`config.mk`:
```
export PLATFORM = sky130hd
export DESIGN_NAME = e203_ifu_predec_fifo
export DESIGN_NICKNAME = d
export VERILOG_FILES = /design/src/rtl/e203_ifu_predec_fifo.sv
export SDC_FILE = /design/constraint.sdc
export NUM_CORES = 1
export LEC_CHECK = 0
export CAP_MARGIN = 5
export CORE_UTILIZATION = 55
export CTS_CLUSTER_SIZE = 25
export DETAILED_ROUTE_END_ITERATION = 12
export GPL_ROUTABILITY_DRIVEN = 0
export PLACE_DENSITY = 0.93
export SYNTH_ARGS = -nofsm -noshare
export SYNTH_HDL_FRONTEND = slang
export SYNTH_SLANG_ARGS = --single-unit
```
`constraint.sdc`:
```
create_clock -name clk -period 4.1 [get_ports clk]
set_input_delay 1.23 -clock clk [delete_from_list [all_inputs] [get_ports clk]]
set_output_delay 1.23 -clock clk [all_outputs]
set_load 0.02 [all_outputs]
```
`src/rtl/e203_ifu_predec_fifo.sv`:
```
// IFU pre-decode FIFO: decodes each fetched instruction for branch/jump
// information, computes a static prediction and target, and queues the
// result with its PC so fetch and the PC-generation/IR stage run decoupled.
module e203_ifu_predec_fifo #(
  parameter int DEPTH       = 2,
  parameter int PC_SIZE     = 32,
  parameter int XLEN        = 32,
  parameter int RFIDX_WIDTH = 5,
  parameter int RVC_EN      = 1
) (
  input  logic                   clk,
  input  logic                   rst_n,
  input  logic                   i_valid,
  output logic                   i_ready,
  input  logic [31:0]            i_instr,
  input  logic [PC_SIZE-1:0]     i_pc,
  input  logic                   flush,
  output logic                   o_valid,
  input  logic                   o_ready,
  output logic [PC_SIZE-1:0]     o_pc,
  output logic                   o_rv32,
  output logic                   o_jal,
  output logic                   o_jalr,
  output logic                   o_bxx,
  output logic                   o_bjp,
  output logic [RFIDX_WIDTH-1:0] o_rs1idx,
  output logic [RFIDX_WIDTH-1:0] o_rs2idx,
  output logic [XLEN-1:0]        o_bjp_imm,
  output logic                   o_prdt_taken,
  output logic [PC_SIZE-1:0]     o_prdt_tgt
);

  localparam int AW = $clog2(DEPTH);
  localparam int PW = AW + 1;

  typedef struct packed {
    logic [PC_SIZE-1:0]     pc;
    logic                   rv32;
    logic                   jal;
    logic                   jalr;
    logic                   bxx;
    logic [RFIDX_WIDTH-1:0] rs1idx;
    logic [RFIDX_WIDTH-1:0] rs2idx;
    logic [XLEN-1:0]        imm;
    logic                   taken;
    logic [PC_SIZE-1:0]     tgt;
  } entry_t;

  // Pre-decode one instruction into a FIFO entry, including the static
  // prediction (jumps taken, backward conditional branches taken) and the
  // PC-relative target, which wraps modulo 2^PC_SIZE.
  function automatic entry_t predec(input logic [31:0] ins,
                                    input logic [PC_SIZE-1:0] pc);
    entry_t e;
    e      = '0;
    e.pc   = pc;
    e.rv32 = (ins[1:0] == 2'b11);
    if (e.rv32) begin
      case (ins[6:0])
        7'b1101111: begin
          e.jal = 1'b1;
          e.imm = XLEN'($signed({ins[31], ins[19:12], ins[20], ins[30:21], 1'b0}));
        end
        7'b1100111: begin
          if (ins[14:12] == 3'b000) begin
            e.jalr   = 1'b1;
            e.imm    = XLEN'($signed(ins[31:20]));
            e.rs1idx = RFIDX_WIDTH'(ins[19:15]);
          end else begin
            e.jalr = 1'b0;
          end
        end
        7'b1100011: begin
          if ((ins[14:12] != 3'b010) && (ins[14:12] != 3'b011)) begin
            e.bxx    = 1'b1;
            e.imm    = XLEN'($signed({ins[31], ins[7], ins[30:25], ins[11:8], 1'b0}));
            e.rs1idx = RFIDX_WIDTH'(ins[19:15]);
            e.rs2idx = RFIDX_WIDTH'(ins[24:20]);
          end else begin
            e.bxx = 1'b0;
          end
        end
        default: begin
          e.jal = 1'b0;
        end
      endcase
    end else if (RVC_EN == 1) begin
      case ({ins[1:0], ins[15:13]})
        5'b01_101, 5'b01_001: begin
          e.jal = 1'b1;
          e.imm = XLEN'($signed({ins[12], ins[8], ins[10:9], ins[6], ins[7],
                                 ins[2], ins[11], ins[5:3], 1'b0}));
        end
        5'b10_100: begin
          // C.JR / C.JALR only; C.MV, C.ADD and C.EBREAK share this slot.
          if ((ins[6:2] == 5'b00000) && (ins[11:7] != 5'b00000)) begin
            e.jalr   = 1'b1;
            e.rs1idx = RFIDX_WIDTH'(ins[11:7]);
          end else begin
            e.jalr = 1'b0;
          end
        end
        5'b01_110, 5'b01_111: begin
          e.bxx    = 1'b1;
          e.imm    = XLEN'($signed({ins[12], ins[6:5], ins[2], ins[11:10],
                                    ins[4:3], 1'b0}));
          e.rs1idx = RFIDX_WIDTH'({2'b01, ins[9:7]});
        end
        default: begin
          e.jal = 1'b0;
        end
      endcase
    end else begin
      e.jal = 1'b0;
    end
    e.taken = e.jal | e.jalr | (e.bxx & e.imm[XLEN-1]);
    e.tgt   = pc + e.imm[PC_SIZE-1:0];
    return e;
  endfunction

  entry_t          mem_q [DEPTH];
  logic [PW-1:0]   wptr_q, wptr_d;
  logic [PW-1:0]   rptr_q, rptr_d;
  logic            full_s;
  logic            empty_s;
  logic            push_s;
  logic            pop_s;
  entry_t          wdata_s;
  entry_t          head_s;

  assign full_s  = (wptr_q[AW] != rptr_q[AW]) && (wptr_q[AW-1:0] == rptr_q[AW-1:0]);
  assign empty_s = (wptr_q == rptr_q);
  assign push_s  = i_valid & ~full_s & ~flush;
  assign pop_s   = ~empty_s & o_ready & ~flush;
  assign wdata_s = predec(i_instr, i_pc);

  // Next-state pointers: flush wins over any push/pop in the same cycle.
  always_comb begin
    wptr_d = wptr_q;
    rptr_d = rptr_q;
    if (flush) begin
      wptr_d = '0;
      rptr_d = '0;
    end else begin
      if (push_s) begin
        wptr_d = wptr_q + PW'(1);
      end else begin
        wptr_d = wptr_q;
      end
      if (pop_s) begin
        rptr_d = rptr_q + PW'(1);
      end else begin
        rptr_d = rptr_q;
      end
    end
  end

  // Pointer registers.
  always_ff @(posedge clk or negedge rst_n) begin
    if (!rst_n) begin
      wptr_q <= '0;
      rptr_q <= '0;
    end else begin
      wptr_q <= wptr_d;
      rptr_q <= rptr_d;
    end
  end

  // Entry storage; contents survive a flush, only reset clears them.
  always_ff @(posedge clk or negedge rst_n) begin
    if (!rst_n) begin
      for (int k = 0; k < DEPTH; k++) begin
        mem_q[k] <= '0;
      end
    end else if (push_s) begin
      mem_q[wptr_q[AW-1:0]] <= wdata_s;
    end
  end

  assign head_s       = mem_q[rptr_q[AW-1:0]];
  assign i_ready      = ~full_s;
  assign o_valid      = ~empty_s;
  assign o_pc         = head_s.pc;
  assign o_rv32       = head_s.rv32;
  assign o_jal        = head_s.jal;
  assign o_jalr       = head_s.jalr;
  assign o_bxx        = head_s.bxx;
  assign o_bjp        = head_s.jal | head_s.jalr | head_s.bxx;
  assign o_rs1idx     = head_s.rs1idx;
  assign o_rs2idx     = head_s.rs2idx;
  assign o_bjp_imm    = head_s.imm;
  assign o_prdt_taken = head_s.taken;
  assign o_prdt_tgt   = head_s.tgt;

endmodule

```
### Word level (Yosys, flattened, before mapping)

Cells that the tools add are included.

| cells by class | value |
|---|---|
| multiplexer cells | 31 |
| reductions and logical operators | 11 |
| bitwise gates (word level) | 14 |
| order comparisons | 3 |
| equality and inequality tests | 14 |
| add/subtract/negate cells | 3 |

Operators with widths:

| cell | count |
|---|---|
| $mux W111 | 4 |
| $bwmux W222 | 1 |
| $demux W111 S1 | 1 |
| $pmux W32 S3 | 1 |
| $mux W32 | 2 |
| $pmux W32 S2 | 1 |
| $mux W42 | 1 |
| $add A32 B32 Y32 | 1 |
| $eq A7 B7 Y1 const B | 3 |
| $eq A5 B4 Y1 const B | 4 |
| $mux W5 | 4 |
| $pmux W5 S2 | 2 |
| $mux W1 | 9 |
| $mux W2 | 4 |
| $mux W8 | 1 |
| $ne A3 B2 Y1 const B | 2 |
| $and A1 B1 Y1 | 5 |
| $eq A5 B5 Y1 const B | 1 |
| $logic_not A5 Y1 | 1 |
| $reduce_bool A5 Y1 | 1 |
| $add A2 B1 Y2 const B | 2 |
| $ge A2 B2 Y1 const B | 2 |
| $logic_and A1 B1 Y1 | 4 |
| $not A1 Y2 | 2 |
| 10 further kinds | 17 |

| word-level totals | value |
|---|---|
| register bits after elaboration | 226 |
| word-level logic and storage cells | 98 |
| input bits | 69 |

### Longest topological paths before layout

| logic depth | value |
|---|---|
| depth after elaboration | 8 |
| depth in mapped cells | 16 |
| depth with buffers taken out | 15 |

### Worst setup path after synthesis

Ideal clock, no wire load.

| timing path | value |
|---|---|
| kind | input -> register |
| from | input port i_instr[5] |
| to | register mem_q[31] (netlist bit) |
| path buffers | 0 |
| path slack | -0.087 ns |
| arrival | 4.052 ns |
| required time | 3.964 ns |
| stages | 15 |
| path through | nor2b_1 -> nand3_1 -> nor3b_1 -> a21oi_1 -> nand2_1 -> nand2_1 -> inv_1 -> ha_1 -> a21oi_1 -> o21ai_0 -> a21o_1 -> a221o_1 -> a21o_2 -> xnor2_1 -> o21ai_0 |

RTL lines:

| element | RTL line | source |
|---|---|---|
| start, declared | 15 | `input logic [31:0] i_instr,` |
| end signal, assigned by index | 176 | `mem_q[wptr_q[AW-1:0]] <= wdata_s;` |
| end, declared | 121 | `entry_t mem_q [DEPTH];` |

==> qor.csv <==
stage;metric;value;unit
worst_setup_path;Critical Path Max Stage Delay;0.68;ns
grt;GRT Total Usage;37.5;%
timing;setup TNS;-8.26;ns
timing;Final Cycle Share;112;%
worst_setup_path;Startpoint Class;input port;
floorplan;row count;51;
timing;final hold violations;0;
floorplan;die area;0.0210;sq mm
route;1st-pass router iterations;9;
yosys;Synth area leader;dfrtp_1;
finish;design area;0.0158;sq mm
clock_tree;clock tree buffer depth;3;
clock_tree;CTS Hold Buffers Added;0;
floorplan;initial core utilization;56.8;%
yosys;Synth top cells by count;416 x nand2_1, 204 x dfrtp_1, 129 x o21ai_0;
floorplan;Die W;145;um
pwr;leakage;7.43;nW
grt;Overflow after GRT;0;
worst_setup_path;FF-to-FF setup slack;1.06;ns
place;post-placement cell count;1813;
run_status;violated checks;setup timing;
route;via count;12100;
min_path;hold endpoint;mem_q[111];
finish;Layout Cells excl Fill;1873;
yosys;Mapped Area;0.0112;sq mm
worst_setup_path;CP endpoint kind;flop;
route;post-DR wirelength/cell;23.3;um
clock_tree;clock root cell;clkbuf_16;
timing;Least-Margin Pin Slew;0.987;ns
yosys;Area contributors post-synth;dfrtp_1 45%, nand2_1 14%, mux2_2 10%;
place;Post-DP Area;0.0144;sq mm
yosys;Post-synth EDFFs;0;
yosys;Post-synth ARST share;100;%
worst_setup_path;Levels on crit path;17;
flow_run;Max Cap Viol;0;
worst_setup_path;CP Data Required Time;4.45;ns
min_path;hold path cells;2;
finish;nets@finish;1694;
grt;initial antenna violation count;1;
timing;Max Clk Rate;0.219;GHz
grt;first-pass GRT wire length;62300;um
yosys;top cell type's share of synthesized area;45.4;%
finish;area grow syn2layout;40.7;%
pwr;Power Density;640;mW/mm^2
yosys;Seq cells post-synth;204;
worst_setup_path;WS Path Type;input port to flop;
timing;setup ws final;-0.473;ns
timing;Layout Skew;0.0224;ns
timing;Slew Viols, Final;0;
worst_setup_path;Worst Reg-to-Reg Cells;7;
timing;fin crit period;4.57;ns
floorplan;num ports;183;
yosys;most frequent cell after synthesis;nand2_1;
place;HPWL reported at the end of detailed placement;24900;um
pwr;Max IR drop VDD;502;uV
yosys;Synthesized Nets;1373;
yosys;warning count from the yosys run;0;
grt;vias in the first global route;11900;
yosys;sequential share of the synthesized area;45.4;%
route;DR vias/cell;6.48;
route;initial detailed-routing violation count;1564;
clock_tree;Num CTS Buffers;22;
route;final WL;43700;um
timing;Rel. slew slack;34.0;%
worst_setup_path;R2R Path End;mem_q[10];
worst_setup_path;Critical Path AT;4.93;ns
grt;pin count of the biggest net entering global routing;91;
worst_setup_path;CP Max Fanout;7;
yosys;mean area per synthesized cell;8.84;sq um
floorplan;core area;0.0198;sq mm
place;PortBufs;182;
worst_setup_path;crit-path leading delay family;simple AND/OR/NAND/NOR gates;
min_path;Hold Crit Start;mem_q[111];
timing;RSZ-0062 raised after global routing;yes;
route;DRC;0;
route;Final ANT Viol Nets;0;
clock_tree;Clock Latency Late Sink;0.53;ns
run_status;status;complete, but fails checks;
worst_setup_path;most used cell, CP;buf_4;
worst_setup_path;r2r startpoint;rptr_q[0];
clock_tree;TritonCTS clock tree;built;
floorplan;Die H;145;um
yosys;count of different cell masters after synthesis;63;
yosys;Syn Inst Count;1272;
finish;share of layout cells above drive strength 1;26.1;%
worst_setup_path;CP max-delay cell;nor4_2;
timing;final setup fails;38;
clock_tree;H-tree depth;1;
worst_setup_path;Worst Path Buf+Inv;6;
worst_setup_path;crit-path cells;buf_2 > nand2b_4 > buf_4 > nand3_2 > a21oi_4 > buf_4 > a21boi_2 > inv_1 > buf_4 > ha_1 > buf_4 > nand4_1 > nor4_2 > o2bb2ai_4 > a21oi_2 > xor2_1 > o21ai_0;
clock_tree;Clock transition at path regs;0.06;ns
min_path;Hold Crit Class;flop to flop;
clock_tree;clk sink count;204;
yosys;Post-synth top flop;dfrtp_1;
tightest hold or removal path: stages (launching register included):
cell and delay [ns]:
dfrtp_1 0.34, nand2_1 0.05, nand2_1 0.06
layer usage:
metal | global-route usage, % | vias up | wire length [um]
met3 | 9.03 | 383 | 5420
met5 | 0 | - | 0
met1 | 43.8 | 5668 | 14400
met2 | 62.4 | 1104 | 19900
li1 | - | 4987 | -
met4 | 22.7 | 0 | 4050
metrics by stage:
step	total power [mW]	util (%)	hold WS [ns]	worst slack [ns]
after floorplan	5.52	-	0.440	-0.00820
after CTS	9.84	78.4	0.478	0.0201
after global placement	7.21	73.0	0.452	-0.845
final	10.1	80.0	0.476	-0.473
after detailed placement	7.41	73.0	0.462	-0.945
after global routing	10.5	80.0	0.501	-0.677
kinds of logic after synthesis:
group	Yosys count	synth area share [%]
multiplexers	101	10.1
adder cells (fa/ha/maj)	32	3.63
AND/OR/NAND/NOR	527	19.3
flip-flops	204	45.4
AO/OA/AOI/OAI	271	14.8
XOR/XNOR	30	2.34
buffers and inverters	107	4.43
power breakdown:
part           switching [mW]  leakage (nW)  total, mW  internal [mW]
clock                   0.869         0.412       2.36           1.49
combinational            2.41          4.40       4.47           2.07
sequential              0.546          2.61       3.30           2.75
total                    3.82          7.43       10.1           6.31
flip-flops by register name, indices dropped and copies added, names as in the netlist:
register / flops
mem_q: 200
rptr_q: 2
wptr_q: 2
cell type report:
class	instances	area, sq um
timing repair buffer	378	3370
antenna	1	2.50
sequential	204	5110
multi-input combinational	961	6060
inverter	26	100
clock buffer	31	656
fill	1050	3960
clock inverter	7	189
tap	265	332
cells in the final DEF (no fill, tap or decap), types with 5 or more instances in the layout:
cell | synthesis | layout
buf_4 | 15 | 185
a21o_1 | 10 | 10
o21ai_1 | 1 | 6
clkbuf_8 | 0 | 6
o211ai_1 | 9 | 9
clkbuf_2 | 0 | 6
clkbuf_16 | 0 | 23
o21ai_0 | 129 | 121
dfrtp_1 | 204 | 203
nor3_1 | 9 | 7
nand4_1 | 17 | 17
ha_4 | 0 | 5
xnor2_1 | 15 | 13
clkdlybuf4s50_1 | 0 | 170
a22oi_1 | 6 | 6
a21oi_2 | 0 | 10
xor2_1 | 15 | 14
buf_12 | 0 | 8
nand3_1 | 13 | 7
nor2_1 | 33 | 29
bufinv_16 | 0 | 6
ha_1 | 31 | 25
a21oi_1 | 50 | 38
inv_1 | 26 | 23
o21a_1 | 9 | 7
mux2_2 | 100 | 100
a31oi_1 | 9 | 8
a222oi_1 | 6 | 6
nand3_2 | 0 | 5
nand2_1 | 416 | 411
worst max-delay path by stage:
stage | from | endpoint | slack [ns]
finish | i_instr[14] | mem_q[137] | -0.47
global route | i_instr[12] | mem_q[28] | -0.68
CTS | i_instr[0] | mem_q[23] | 0.02
detailed placement | i_instr[14] | mem_q[131] | -0.95
global placement | i_instr[14] | mem_q[131] | -0.84
floorplan | i_instr[5] | mem_q[140] | -0.008
what timing repair did:
item	CTS	global route
pin swaps	18	26
hold endpoints to repair	0	0
resized for setup	52	70
endpoints found under the setup margin	49	43
buffers inserted	7	14
Note: power is estimated with default switching activity, not from simulation.
